[src/rtl/ntt_sched_pkg.sv]
// Shared types and helpers for the NTT stage scheduler.
//   sched_state_e : scheduler FSM states
//   bf_addr_t     : {a, b, tw} address triple of one butterfly
//   bf_addr()     : read/twiddle addresses of butterfly k in stage s
`timescale 1ns/1ps

`ifndef INTMUL_DELAY
`define INTMUL_DELAY 3
`endif
`ifndef MODRED_DELAY
`define MODRED_DELAY 2
`endif

package ntt_sched_pkg;

  // Default configuration: transform length, butterfly and RAM latencies.
  localparam int unsigned DEF_RING_SIZE  = 256;
  localparam int unsigned DEF_BF_LATENCY = `INTMUL_DELAY + `MODRED_DELAY;
  localparam int unsigned DEF_RD_LATENCY = 1;
  localparam int unsigned L = $clog2(DEF_RING_SIZE);
  localparam int unsigned D = DEF_RD_LATENCY + DEF_BF_LATENCY;

  // Address fields sized for the largest supported transform.
  localparam int unsigned BF_ADDR_W = 16;

  typedef enum logic [1:0] {
    ST_IDLE  = 2'd0,
    ST_RUN   = 2'd1,
    ST_DRAIN = 2'd2,
    ST_DONE  = 2'd3
  } sched_state_e;

  typedef struct packed {
    logic [BF_ADDR_W-1:0] a;
    logic [BF_ADDR_W-1:0] b;
    logic [BF_ADDR_W-1:0] tw;
  } bf_addr_t;

  // Even/odd leg addresses and twiddle index for butterfly k of stage s
  // in an L-level (l) in-place DIT transform.
  function automatic bf_addr_t bf_addr(input int unsigned l,
                                       input int unsigned s,
                                       input int unsigned k);
    int unsigned len;
    int unsigned grp;
    int unsigned pos;
    int unsigned a;
    bf_addr_t    r;
    len  = 32'd1 << s;
    grp  = k >> s;
    pos  = k & (len - 32'd1);
    a    = (grp << (s + 32'd1)) | pos;
    r.a  = BF_ADDR_W'(a);
    r.b  = BF_ADDR_W'(a + len);
    r.tw = BF_ADDR_W'(pos << (l - 32'd1 - s));
    return r;
  endfunction

endpackage

[src/rtl/ntt_wb_delay.sv]
// Write-back delay line: shifts {valid, addr_a, addr_b} by DEPTH cycles so
// the write strobe lines up with the butterfly result.
//   clk, reset           : clock, synchronous active-high clear
//   i_valid, i_addr_a/b  : issue strobe and read addresses
//   o_valid, o_addr_a/b  : same, DEPTH cycles later
`timescale 1ns/1ps

module ntt_wb_delay #(
  parameter int unsigned DEPTH  = 3,
  parameter int unsigned ADDR_W = 8
) (
  input  logic              clk,
  input  logic              reset,
  input  logic              i_valid,
  input  logic [ADDR_W-1:0] i_addr_a,
  input  logic [ADDR_W-1:0] i_addr_b,
  output logic              o_valid,
  output logic [ADDR_W-1:0] o_addr_a,
  output logic [ADDR_W-1:0] o_addr_b
);

  localparam int unsigned EW = 2 * ADDR_W + 1;

  logic [EW-1:0]            w_in;
  logic [DEPTH-1:0][EW-1:0] r_pipe;

  assign w_in = {i_valid, i_addr_a, i_addr_b};

  // Entry 0 is the newest; the oldest entry drives the outputs.
  if (DEPTH == 1) begin : g_one
    always_ff @(posedge clk) begin
      if (reset) r_pipe <= '0;
      else       r_pipe <= w_in;
    end
  end else begin : g_many
    always_ff @(posedge clk) begin
      if (reset) r_pipe <= '0;
      else       r_pipe <= {r_pipe[DEPTH-2:0], w_in};
    end
  end

  assign {o_valid, o_addr_a, o_addr_b} = r_pipe[DEPTH-1];

endmodule

[src/rtl/ntt_stage_scheduler.sv]
// Issue sequencer for an in-place radix-2 DIT NTT (bit-reversed input).
// One butterfly per cycle in RUN, a drain gap of RD_LATENCY+BF_LATENCY
// cycles after every stage so reads never overtake pending write-backs.
//   clk, reset          : clock, synchronous active-high reset
//   start               : transform request, honoured only when idle
//   busy, done          : activity flag, one-cycle completion pulse
//   rd_en, rd_addr_a/b  : butterfly issue strobe and operand addresses
//   tw_addr, stage      : twiddle ROM index and stage of the current issue
//   wr_en, wr_addr_a/b  : write-back strobe/addresses aligned to results
`timescale 1ns/1ps

`ifndef INTMUL_DELAY
`define INTMUL_DELAY 3
`endif
`ifndef MODRED_DELAY
`define MODRED_DELAY 2
`endif

module ntt_stage_scheduler
  import ntt_sched_pkg::*;
#(
  parameter int unsigned RING_SIZE  = 256,
  parameter int unsigned BF_LATENCY = `INTMUL_DELAY + `MODRED_DELAY,
  parameter int unsigned RD_LATENCY = 1
) (
  input  logic                                  clk,
  input  logic                                  reset,
  input  logic                                  start,
  output logic                                  busy,
  output logic                                  done,
  output logic                                  rd_en,
  output logic [$clog2(RING_SIZE)-1:0]          rd_addr_a,
  output logic [$clog2(RING_SIZE)-1:0]          rd_addr_b,
  output logic [$clog2(RING_SIZE)-2:0]          tw_addr,
  output logic [$clog2($clog2(RING_SIZE))-1:0]  stage,
  output logic                                  wr_en,
  output logic [$clog2(RING_SIZE)-1:0]          wr_addr_a,
  output logic [$clog2(RING_SIZE)-1:0]          wr_addr_b
);

  localparam int unsigned ADDR_W = $clog2(RING_SIZE);
  localparam int unsigned KW     = ADDR_W - 1;
  localparam int unsigned SW     = $clog2(ADDR_W);
  localparam int unsigned DEPTH  = RD_LATENCY + BF_LATENCY;
  localparam int unsigned DW     = (DEPTH > 1) ? $clog2(DEPTH) : 1;

  localparam logic [KW-1:0] K_LAST = KW'(RING_SIZE / 2 - 1);
  localparam logic [SW-1:0] S_LAST = SW'(ADDR_W - 1);
  localparam logic [DW-1:0] D_LAST = DW'(DEPTH - 1);

  sched_state_e      r_state, w_state;
  logic [KW-1:0]     r_k, w_k;
  logic [SW-1:0]     r_s, w_s;
  logic [DW-1:0]     r_d, w_d;
  logic              r_busy, w_busy;
  logic              r_done, w_done;
  logic              r_rd_en, w_rd_en;
  logic [ADDR_W-1:0] r_rd_a, r_rd_b;
  logic [ADDR_W-2:0] r_tw;
  bf_addr_t          w_bf;
  logic              w_unused_bf;

  // Next state, counters and issue decision; k/s here name the butterfly
  // that will be on the read port in the following cycle.
  always_comb begin
    w_state = r_state;
    w_k     = r_k;
    w_s     = r_s;
    w_d     = r_d;
    w_busy  = 1'b0;
    w_done  = 1'b0;
    w_rd_en = 1'b0;
    unique case (r_state)
      ST_IDLE: begin
        if (start) begin
          w_state = ST_RUN;
          w_k     = '0;
          w_s     = '0;
          w_busy  = 1'b1;
          w_rd_en = 1'b1;
        end
      end
      ST_RUN: begin
        w_busy = 1'b1;
        if (r_k == K_LAST) begin
          w_state = ST_DRAIN;
          w_k     = '0;
          w_d     = '0;
        end else begin
          w_k     = r_k + 1'b1;
          w_rd_en = 1'b1;
        end
      end
      ST_DRAIN: begin
        if (r_d == D_LAST) begin
          if (r_s == S_LAST) begin
            w_state = ST_DONE;
            w_done  = 1'b1;
          end else begin
            w_state = ST_RUN;
            w_s     = r_s + 1'b1;
            w_busy  = 1'b1;
            w_rd_en = 1'b1;
          end
        end else begin
          w_d    = r_d + 1'b1;
          w_busy = 1'b1;
        end
      end
      ST_DONE: begin
        w_state = ST_IDLE;
        w_s     = '0;
      end
      default: w_state = ST_IDLE;
    endcase
  end

  assign w_bf        = bf_addr(ADDR_W, 32'(w_s), 32'(w_k));
  assign w_unused_bf = ^w_bf;

  // State, counters and registered issue-side outputs.
  always_ff @(posedge clk) begin
    if (reset) begin
      r_state <= ST_IDLE;
      r_k     <= '0;
      r_s     <= '0;
      r_d     <= '0;
      r_busy  <= 1'b0;
      r_done  <= 1'b0;
      r_rd_en <= 1'b0;
      r_rd_a  <= '0;
      r_rd_b  <= '0;
      r_tw    <= '0;
    end else begin
      r_state <= w_state;
      r_k     <= w_k;
      r_s     <= w_s;
      r_d     <= w_d;
      r_busy  <= w_busy;
      r_done  <= w_done;
      r_rd_en <= w_rd_en;
      if (w_rd_en) begin
        r_rd_a <= ADDR_W'(w_bf.a);
        r_rd_b <= ADDR_W'(w_bf.b);
        r_tw   <= (ADDR_W - 1)'(w_bf.tw);
      end
    end
  end

  // Write-back strobes trail the issue by the full read+butterfly latency.
  ntt_wb_delay #(
    .DEPTH  (DEPTH),
    .ADDR_W (ADDR_W)
  ) u_wb_delay (
    .clk      (clk),
    .reset    (reset),
    .i_valid  (r_rd_en),
    .i_addr_a (r_rd_a),
    .i_addr_b (r_rd_b),
    .o_valid  (wr_en),
    .o_addr_a (wr_addr_a),
    .o_addr_b (wr_addr_b)
  );

  assign busy      = r_busy;
  assign done      = r_done;
  assign rd_en     = r_rd_en;
  assign rd_addr_a = r_rd_a;
  assign rd_addr_b = r_rd_b;
  assign tw_addr   = r_tw;
  assign stage     = r_s;

endmodule

[config.mk]
export PLATFORM = sky130hd
export DESIGN_NAME = ntt_stage_scheduler
export DESIGN_NICKNAME = d
export VERILOG_FILES = /design/src/rtl/ntt_sched_pkg.sv /design/src/rtl/ntt_wb_delay.sv /design/src/rtl/ntt_stage_scheduler.sv
export SDC_FILE = /design/constraint.sdc
export NUM_CORES = 1
export LEC_CHECK = 0
export ABC_AREA = 1
export BUFFER_PORTS_ARGS = -buffer_cell sky130_fd_sc_hd__buf_2
export CAP_MARGIN = 5
export CORE_ASPECT_RATIO = 0.7
export CORE_MARGIN = 5
export CORE_UTILIZATION = 50
export CTS_CLUSTER_SIZE = 25
export DETAILED_ROUTE_END_ITERATION = 7
export HOLD_SLACK_MARGIN = 0.05
export PLACE_DENSITY = 0.71
export SLEW_MARGIN = 10
export SYNTH_ARGS = -nofsm -noshare
export SYNTH_HDL_FRONTEND = slang
export SYNTH_SLANG_ARGS = --single-unit
[constraint.sdc]
create_clock -name clk -period 4.7 [get_ports clk]
set_input_delay 0.94 -clock clk [delete_from_list [all_inputs] [get_ports clk]]
set_output_delay 0.94 -clock clk [all_outputs]
set_load 0.01 [all_outputs]
==> metrics.md, run 1 <==
| Metric | Value |
|---|---|
| Pwr/cell area | `~430 nW/µm²` |
| Finish-stage setup viols | `0` |
| Post-synthesis simple-gate area fraction | `around 25%` |
| Gpl congestion | `0.917` |
| Share of cells above drive strength 1 | `14.0%` |
| CTS Hold Bufs | `0` |
| Final hold vios | `0` |
| Hold Crit Start | `u_wb_delay.r_pipe[53]$_SDFF_PP0_` |
| Synth cell types | `37` |
| Final period utilization | `between 80 and 90%` |
| Row cnt | `33` |
| Slowest-stage cell, CP | `dfxtp_1` |
| Clock Tree Buf Depth | `2` |
| Core area | `around 12000 µm²` |
| Starting Density | `between 50% and 60%` |
| P_sw | `roughly 750 µW` |
| HPWL after DPL | `about 9000 µm` |
| Peak supply drop | `about 0.00032 V` |
| Max-cap violations | `0` |
| Mux share of post-synthesis cell area | `0%` |
| N_diodes | `0` |
| Clock power frac | `between 40 and 50%` |
| TritonCTS Sinks | `143` |
| Routed Antenna Nets | `0` |
| Total grt overflow | `0` |
| Crit path largest cell delay | `0.39 ns` |
| Worst clock skew | `~0.0086 ns` |
| DRC | `0` |
| Hold Slack | `between 0.3 and 0.4 ns` |
| Inserted Clock Buffers | `17` |
| Drt initial violations | `342` |
| Most used cell, CP | `nand2_1` |
| Adder-Cell Fraction of Synth Area | `roughly 4.4%` |
| Crit path kind | `reg2reg` |
| Worst slew pin tran | `0.687 ns` |
| CTS tree | `yes` |
| Unrepaired setup endpoints after global routing | `no` |
| Startpoint types | `flop` |
| Yosys top cell area share | `between 40 and 50%` |
| Post-cts resize count | `0` |
| Area contributors post-synth | `dfxtp_1, inv_1, nor2_1` |
| Mapped Area | `between 5000 and 6000 µm²` |
| Run status | `finished, final reports clean` |
| Synth Register Bits | `about 140` |
| Slew headroom | `53.7%` |
| Nets | `between 800 and 900` |
| DR WL/cell | `12.8 µm` |
| Compound-Gate Fraction of Synth Area | `7.02%` |
| Slew Viols, Final | `0` |
| Setup Buffers After CTS | `0` |
| Ports | `49` |
| Hold path depth | `2` |
| Tot Pwr | `~2900 µW` |
| Worst-Skew Late Latency | `0.40 ns` |
| Area Overhead vs Synth | `15.2%` |
| Biggest area consumer among synthesized cells | `dfxtp_1` |
| Max Fclk | `approximately 0.24 GHz` |
| TNS Setup | `0 ns` |
| Synth warnings | `0` |
| Via-to-Cell Ratio | `4.76` |
| Syn Inst Count | `approximately 770` |
| Net Count, Synth | `790` |
| Largest family of logic cells by synthesized area | `simple AND/OR/NAND/NOR gates` |
| Die W | `139 µm` |
| Gate power share | `9.1%` |
| All-layer global routing usage | `18.2%` |
| CP Max Fanout | `17` |
| Arr. time, crit path | `4.52 ns` |
| XOR/XNOR share of the synthesized area | `under 10%` |
| Vias in the first global route | `between 4000 and 5000` |
| Die Area | `roughly 14000 µm²` |
| Port bufs | `between 40 and 50` |
| Hold/Removal Path Class | `reg2reg` |
| Syn_area_per_cell | `7.62 µm²` |
| Chip height | `~100 µm` |
| Register-to-Register Path Depth | `28` |
| Lkg Pwr | `just over 0.003 µW` |
| Seq pwr share | `~45%` |
| Vias | `approximately 4600` |
| CP Capture Type | `flop` |
| Min Tclk post-route | `around 4.2 ns` |
| Sw frac | `25.8%` |
| First-pass GRT wire length | `20400 µm` |
| CTS clock-pin slew for the worst setup and hold paths | `~0.070 ns` |
| Critical Path Source | `r_state[0]$_SDFFE_PP0P_` |
| Initial DRT Pass Iterations | `5` |
| Initial antenna violation count | `0` |
| Wirelength, routed | `12500 µm` |
| Pin count of the biggest net entering global routing | `67` |
| Seq/Total Area, Yosys | `49.0%` |
| Root buffer cell | `clkbuf_16` |
| CP Data Required Time | `roughly 5 ns` |
| Htree depth | `4` |
| FF-to-FF Start | `r_state[0]$_SDFFE_PP0P_` |
| Cell Int Power | `2170 µW` |
[power by group through the flow]
stage	Combinational (µW)	Sequential [µW]	Clock, µW
finish	266	1320	1340
global route	302	1320	1430
CTS	267	1320	1370
detailed placement	265	1340	0
global placement	262	1340	0
floorplan	166	1350	0
[worst max-delay path, delay by kind of cell, from the launching register on]
family                     cells  cell delay [ns]
adders and majority gates      3             0.75
buffers and inverters          5             0.58
AOI/OAI and AO/OA              4             0.59
xor gates and xnor gates       2             0.33
DFF                            1             0.39
and+or+nand+nor               14             1.45
[registers in the layout, summed over array words and instances, names as in the netlist, 2 cells and up]
register and count:
r_state 2, u_wb_delay.r_pipe 85, stage 3, r_k 7, tw_addr 7, u_wb_delay.o_addr_a 8
rd_addr_b 8, u_wb_delay.o_addr_b 8, rd_addr_a 8, r_d 3
[placed cells by master, fill, tap and decap left out, types with 5 or more instances in the layout]
| cell | n |
|---|---|
| dfxtp_1 | 143 |
| xnor2_1 | 5 |
| nand2_1 | 109 |
| clkbuf_16 | 17 |
| inv_6 | 5 |
| ha_1 | 19 |
| nand3_1 | 66 |
| nand2_2 | 7 |
| a21oi_1 | 31 |
| nor2_1 | 135 |
| o22ai_1 | 5 |
| o21ai_0 | 14 |
| inv_1 | 142 |
| buf_2 | 47 |
| buf_4 | 12 |
[metrics by stage]
step | utilization, % | area [µm²] | cells | setup slack, ns
final | 58.3 | 6740 | 974 | 0.488
after global routing | 58.3 | 6740 | 974 | 0.0638
after CTS | 58.2 | 6730 | 974 | 0.448
after detailed placement | 53.0 | 6120 | 942 | 0.234
after global placement | 53.0 | 6120 | 942 | 0.324
after floorplan | - | 5850 | 767 | 0.473
[cell families (layout without fill, tap and decap cells)]
group / Yosys count / in the layout
simple gates: 339 / 339
fa+ha+maj: 20 / 20
flops: 143 / 143
compound gates: 69 / 69
xor+xnor: 9 / 9
buf+inv: 187 / 237
[Yosys cell counts, drive strengths merged]
master and instances:
o21bai 4, a21oi 32, nor3 4, nand3 68, o211a 1, dfxtp 143, clkinv 3, xnor2 5
nand2 116, fa 1, a211oi 1, o22ai 6, a31oi 3, o211ai 3, or2 3, o22a 2
and2 2, inv 143, nor2 141, o21ai 17, clkbuf 16, and3 1, ha 19, nand4 4
xor2 4, buf 25
[final timing paths]
kind,endpoint,slack (ns)
min reg2reg,u_wb_delay.r_pipe[70]$_SDFF_PP0_,0.40
max reg2reg,rd_addr_b[7]$_SDFFE_PP0P_,0.49
max,rd_addr_b[7]$_SDFFE_PP0P_,0.49
min,u_wb_delay.r_pipe[70]$_SDFF_PP0_,0.40
[routing by layer]
metal  vias up  wire (µm)  global-route usage [%]
li1       2399          -                       -
met1      2068       5880                    25.2
met2       156       5430                    28.0
met3        14        990                    5.22
met4         0        145                    5.11
met5         -          0                       0
[area by class of cell]
type / instances / area (µm²)
inverter: 146 / 552
sequential: 143 / 2860
tap: 157 / 196
fill: 1035 / 4820
clock buffer: 17 / 425
timing repair buffer: 59 / 325
clock inverter: 15 / 178
multi-input combinational: 437 / 2200
Note: power is estimated with default switching activity, not from simulation.
==> inputs of run 2 (changes only) <==
- CELL_PAD_IN_SITES_DETAIL_PLACEMENT: not set -> 1
- CELL_PAD_IN_SITES_GLOBAL_PLACEMENT: not set -> 2
- CORE_UTILIZATION: 50 -> 35
- PLACE_DENSITY: 0.71 -> 0.81
==> run 2 against run 1 <==
Die area rose by 39%; non-clock buffer count rose by 4; final cell count rose by 7.4%; register-to-register slack got worse by 0.04 ns; critical path depth rose by 3; design area rose by 1.2%; sequential cell count did not move; utilization fell by 17 points; clock skew fell by 0.0026 ns; wire length rose by 16%; hold slack got worse by 0.00054 ns; combinational power rose by 2%.
==> metrics.md, run 2 (same netlist as run 1, synthesis figures left out) <==
| Metric | Value |
|---|---|
| Worst clock skew | `roughly 0.0061 ns` |
| Nets | `831` |
| Hold/Removal Path Class | `reg2reg` |
| Port bufs | `48` |
| CP Data Required Time | `between 5 and 6 ns` |
| Area Overhead vs Synth | `16.6%` |
| Finish-stage setup viols | `0` |
| TritonCTS Sinks | `around 140` |
| Clock Tree Buf Depth | `2` |
| CTS clock-pin slew for the worst setup and hold paths | `roughly 0.060 ns` |
| Final worst slack | `0.448 ns` |
| Htree depth | `4` |
| First-pass GRT wire length | `around 24000 µm` |
| Most common library cell in the layout ignoring fill and taps | `dfxtp_1` |
| Peak supply drop | `around 0.00021 V` |
| Max Fclk | `~0.24 GHz` |
| Crit path largest cell delay | `0.35 ns` |
| Unrepaired setup endpoints after global routing | `no` |
| Ports | `slightly below 50` |
| Chip height | `roughly 120 µm` |
| Most frequent cells in the layout | `dfxtp_1, inv_1, nor2_1` |
| HPWL after DPL | `~11000 µm` |
| Via-to-Cell Ratio | `approximately 4.5` |
| Inserted Clock Buffers | `17` |
| Pin count of the biggest net entering global routing | `77` |
| CTS Hold Bufs | `0` |
| WP buf/inv | `6` |
| Gpl congestion | `roughly 0.9` |
| Reg2reg setup slack | `roughly 0.45 ns` |
| Lkg Pwr | `0.00308 µW` |
| Wirelength, routed | `14500 µm` |
| Area after DPL | `a little over 6000 µm²` |
| CP Capture Type | `flop` |
| Min Tclk post-route | `around 4.3 ns` |
| Post-route cell area | `slightly below 7000 µm²` |
| Worst setup path endpoint | `rd_addr_b[7]$_SDFFE_PP0P_` |
| Setup Buffers After CTS | `0` |
| Pwr/cell area | `420 nW/µm²` |
| Top delay family on crit path | `simple AND/OR/NAND/NOR gates` |
| Worst slew pin tran | `around 0.81 ns` |
| Vias | `about 4700` |
| Initial antenna violation count | `0` |
| Worst reg2reg endpoint | `rd_addr_b[7]$_SDFFE_PP0P_` |
| TNS Setup | `0 ns` |
| Die W | `roughly 160 µm` |
| Core area | `16300 µm²` |
| Starting Density | `a little over a third` |
| Arr. time, crit path | `4.57 ns` |
| Total grt overflow | `0` |
| WP depth | `31` |
| Run status | `finished, final reports clean` |
| Routed Antenna Nets | `0` |
| Row cnt | `39` |
| Hold Slack | `~0.4 ns` |
| CP Max Fanout | `7` |
| Drt initial violations | `about 250` |
| Slew Viols, Final | `0` |
| Hold path depth | `2` |
| DRC | `0` |
| All-layer global routing usage | `between 10% and 20%` |
| Final hold vios | `0` |
| Crit path kind | `reg2reg` |
| N_diodes | `0` |
| Max-cap violations | `0` |
| Critical Path Source | `r_d[1]$_SDFFE_PP0P_` |
| Share of cells above drive strength 1 | `~14%` |
| Slowest-stage cell, CP | `dfxtp_1` |
| Pre-CTS setup slack | `~0.09 ns` |
| Root buffer cell | `clkbuf_16` |
| Startpoint types | `flop` |
| Register-to-Register Path Depth | `31` |
| CTS tree | `yes` |
| Initial DRT Pass Iterations | `4` |
| DR WL/cell | `between 10 and 15 µm` |
| Slew headroom | `46.1%` |
| Final period utilization | `~90%` |
| Top reg by flops | `u_wb_delay.r_pipe` |
| Most used cell, CP | `nand2_1` |
| Die Area | `about 19000 µm²` |
| Worst-Skew Late Latency | `between 0.4 and 0.5 ns` |
| Max FFs per register | `85` |
| Vias in the first global route | `roughly 4700` |
| FF-to-FF Start | `r_d[1]$_SDFFE_PP0P_` |
[run 2: area by class of cell]
type	count	area, µm²
fill	2024	9530
sequential	143	2860
multi-input combinational	437	2200
inverter	146	548
clock buffer	19	443
timing repair buffer	63	355
tap	225	282
clock inverter	13	123
[run 2: where the power goes]
group          switching [µW]  leakage, µW  internal (µW)
Clock                     560     0.000268            710
Sequential               35.7      0.00116           1280
Combinational             184      0.00166           87.9
Total                     779      0.00308           2080
[run 2: worst min path at each step]
stage	start	slack [ns]	endpoint
final	u_wb_delay.r_pipe[26]$_SDFF_PP0_	0.40	u_wb_delay.r_pipe[43]$_SDFF_PP0_
after global placement	u_wb_delay.r_pipe[31]$_SDFF_PP0_	0.39	u_wb_delay.r_pipe[48]$_SDFF_PP0_
after CTS	u_wb_delay.r_pipe[21]$_SDFF_PP0_	0.40	u_wb_delay.r_pipe[38]$_SDFF_PP0_
after global routing	u_wb_delay.r_pipe[47]$_SDFF_PP0_	0.41	u_wb_delay.r_pipe[64]$_SDFF_PP0_
after detailed placement	u_wb_delay.r_pipe[21]$_SDFF_PP0_	0.40	u_wb_delay.r_pipe[38]$_SDFF_PP0_
after floorplan	u_wb_delay.r_pipe[76]$_SDFF_PP0_	0.39	u_wb_delay.o_addr_a[0]$_SDFF_PP0_
[run 2: stage by stage]
step	utilization [%]	power (µW)	instances
2_1_floorplan	-	1520	767
6_report	41.7	2860	1046
5_1_grt	41.7	3010	1046
4_1_cts	41.6	2910	1046
3_3_place_gp	38.2	1610	1014
3_5_place_dp	38.2	1620	1014
[run 2: what timing repair did]
item,CTS,global route
setup endpoints to repair,0,1
hold endpoints to repair,0,0
resized for setup,0,3
[run 2: metal layers]
metal	track usage, %	vias up	share of wire, %
met1	22.8	2192	53
met2	22.3	86	41
li1	-	2406	-
met3	4.31	10	4.8
met4	4.00	0	0.83
met5	0	-	0
[run 2: tightest hold or removal path, cell delays in order, from the launching register on]
cell and delay (ns):
dfxtp_1 0.30, inv_1 0.04, nor2_1 0.03
==> inputs of run 3 (changes only) <==
- CORE_UTILIZATION: 35 -> 37
- PLACE_DENSITY: 0.81 -> 0.85
- clock period: 4.7 -> 4.9 ns (I/O delays scaled with it)
==> run 3 against run 2 <==
Hold slack got worse by 0.0016 ns; global-route usage rose by 1.2 points; wire length rose by 1.9%; via count rose by 0.47%; critical endpoint unchanged.
==> metrics.md, run 3 (same netlist as run 1, synthesis figures left out) <==
| Metric | Value |
|---|---|
| Die Area | `~18000 µm²` |
| Die W | `between 150 and 200 µm` |
| Worst slew pin tran | `~0.90 ns` |
| Pin count of the biggest net entering global routing | `88` |
| Unrepaired setup endpoints after global routing | `no` |
| Vias in the first global route | `about 4700` |
| Pwr/cell area | `430 nW/µm²` |
| CP Max Fanout | `5` |
| FF-to-FF Start | `r_d[1]$_SDFFE_PP0P_` |
| Top delay family on crit path | `simple AND/OR/NAND/NOR gates` |
| Register-to-Register Path Depth | `31` |
| Most used cell, CP | `nand2_1` |
| Root buffer cell | `clkbuf_16` |
| Max Fclk | `~0.23 GHz` |
| Finish-stage setup viols | `0` |
| TritonCTS Sinks | `around 140` |
| Drt initial violations | `265` |
| Most frequent cells in the layout | `dfxtp_1, inv_1, nor2_1` |
| Wirelength, routed | `14800 µm` |
| Vias | `4716` |
| Clock Tree Buf Depth | `2` |
| Worst-Skew Late Latency | `~0.43 ns` |
| HPWL after DPL | `approximately 11000 µm` |
| Gpl congestion | `between 0.8 and 0.9` |
| Htree depth | `4` |
| Initial antenna violation count | `0` |
| Post-route cell area | `~6800 µm²` |
| Max-cap violations | `0` |
| Nets | `823` |
| CP Data Required Time | `5.21 ns` |
| Top reg by flops | `u_wb_delay.r_pipe` |
| Ports | `49` |
| Fill cell count | `~1900` |
| Via-to-Cell Ratio | `4.66` |
| Worst reg2reg endpoint | `rd_addr_b[7]$_SDFFE_PP0P_` |
| First-pass GRT wire length | `between 20000 and 25000 µm` |
| CP Capture Type | `flop` |
| Peak supply drop | `~0.00016 V` |
| Setup Buffers After CTS | `0` |
| Total grt overflow | `0` |
| CTS Hold Bufs | `0` |
| Port bufs | `48` |
| Area Overhead vs Synth | `16.1%` |
| Final period utilization | `89.9%` |
| Crit path kind | `reg2reg` |
| WP buf/inv | `6` |
| N_diodes | `0` |
| Initial DRT Pass Iterations | `4` |
| Hold/Removal Path Class | `reg2reg` |
| Starting Density | `37.7%` |
| Slowest-stage cell, CP | `dfxtp_1` |
| CTS tree | `yes` |
| DRC | `0` |
| Final hold vios | `0` |
| Min Tclk post-route | `4.41 ns` |
| Most common library cell in the layout ignoring fill and taps | `dfxtp_1` |
| TNS Setup | `0 ns` |
| Slew headroom | `40.1%` |
| Max FFs per register | `85` |
| Lkg Pwr | `0.00308 µW` |
| Startpoint types | `flop` |
| Multi-input gate area | `roughly 2200 µm²` |
| Worst setup path endpoint | `rd_addr_b[7]$_SDFFE_PP0P_` |
| Area after DPL | `a little over 6000 µm²` |
| Core area | `~15000 µm²` |
| Chip height | `115 µm` |
| Row cnt | `38` |
| WP depth | `31` |
| CTS clock-pin slew for the worst setup and hold paths | `~0.07 ns` |
| Post-cts resize count | `0` |
| All-layer global routing usage | `between 15 and 20%` |
| DR WL/cell | `14.6 µm` |
| Crit path largest cell delay | `between 0.3 and 0.4 ns` |
| Routed Antenna Nets | `0` |
| Reg2reg setup slack | `slightly below 0.5 ns` |
| Slew Viols, Final | `0` |
| Run status | `finished, final reports clean` |
| Worst clock skew | `roughly 0.017 ns` |
| Seq. cell area | `between 2000 and 3000 µm²` |
| Critical Path Source | `r_d[1]$_SDFFE_PP0P_` |
| Arr. time, crit path | `between 4 and 5 ns` |
| Inserted Clock Buffers | `17` |
| Share of cells above drive strength 1 | `between 10% and 20%` |
==> run 3: metrics by stage <==
stage	setup WS (ns)	hold WS [ns]	power [µW]	cells	util [%]
floorplan	0.633	0.388	1450	767	-
global placement	0.430	0.389	1540	981	39.7
detailed placement	0.201	0.395	1550	981	39.7
CTS	0.401	0.400	2950	1013	43.7
global route	0.0403	0.416	3040	1013	43.8
finish	0.494	0.395	2920	1013	43.8
==> run 3: metal layers <==
metal	GRT usage, %	vias to the layer above	routed length (µm)
li1	-	2391	-
met1	23.5	2196	7590
met2	25.3	114	6190
met3	4.44	15	816
met4	4.87	0	167
met5	0	-	0
==> run 3: area by class of cell <==
cell class                      count  area share (%)
Clock buffer                       18            6.47
Clock inverter                     14            2.88
Inverter                          146            8.07
Multi-Input combinational cell    437            32.4
Sequential cell                   143            42.2
Tap cell                          200            3.69
Timing Repair Buffer               55            4.35
==> run 3: worst min path at each step <==
stage	startpoint	end	depth (start not counted)
floorplan	u_wb_delay.r_pipe[76]$_SDFF_PP0_	u_wb_delay.o_addr_a[0]$_SDFF_PP0_	2
global placement	u_wb_delay.r_pipe[47]$_SDFF_PP0_	u_wb_delay.r_pipe[64]$_SDFF_PP0_	2
detailed placement	u_wb_delay.r_pipe[69]$_SDFF_PP0_	u_wb_delay.o_addr_b[1]$_SDFF_PP0_	2
CTS	u_wb_delay.r_pipe[37]$_SDFF_PP0_	u_wb_delay.r_pipe[54]$_SDFF_PP0_	2
global route	u_wb_delay.r_pipe[41]$_SDFF_PP0_	u_wb_delay.r_pipe[58]$_SDFF_PP0_	2
finish	u_wb_delay.r_pipe[37]$_SDFF_PP0_	u_wb_delay.r_pipe[54]$_SDFF_PP0_	2
==> run 3: power breakdown <==
part	leakage [µW]	total [µW]	internal (µW)	switching (µW)
sequential	0.00116	1260	1230	34.7
clock	0.000303	1390	835	555
combinational	0.00161	261	81.1	180
==> run 3: worst register-to-register path, delay by kind of cell (launching register included) <==
kind            cells  cell delay (ns)
xor+xnor            2             0.40
fa+ha+maj           4             0.88
compound gates      4             0.61
simple gates       15             1.65
flops               1             0.36
buf+inv             6             0.40
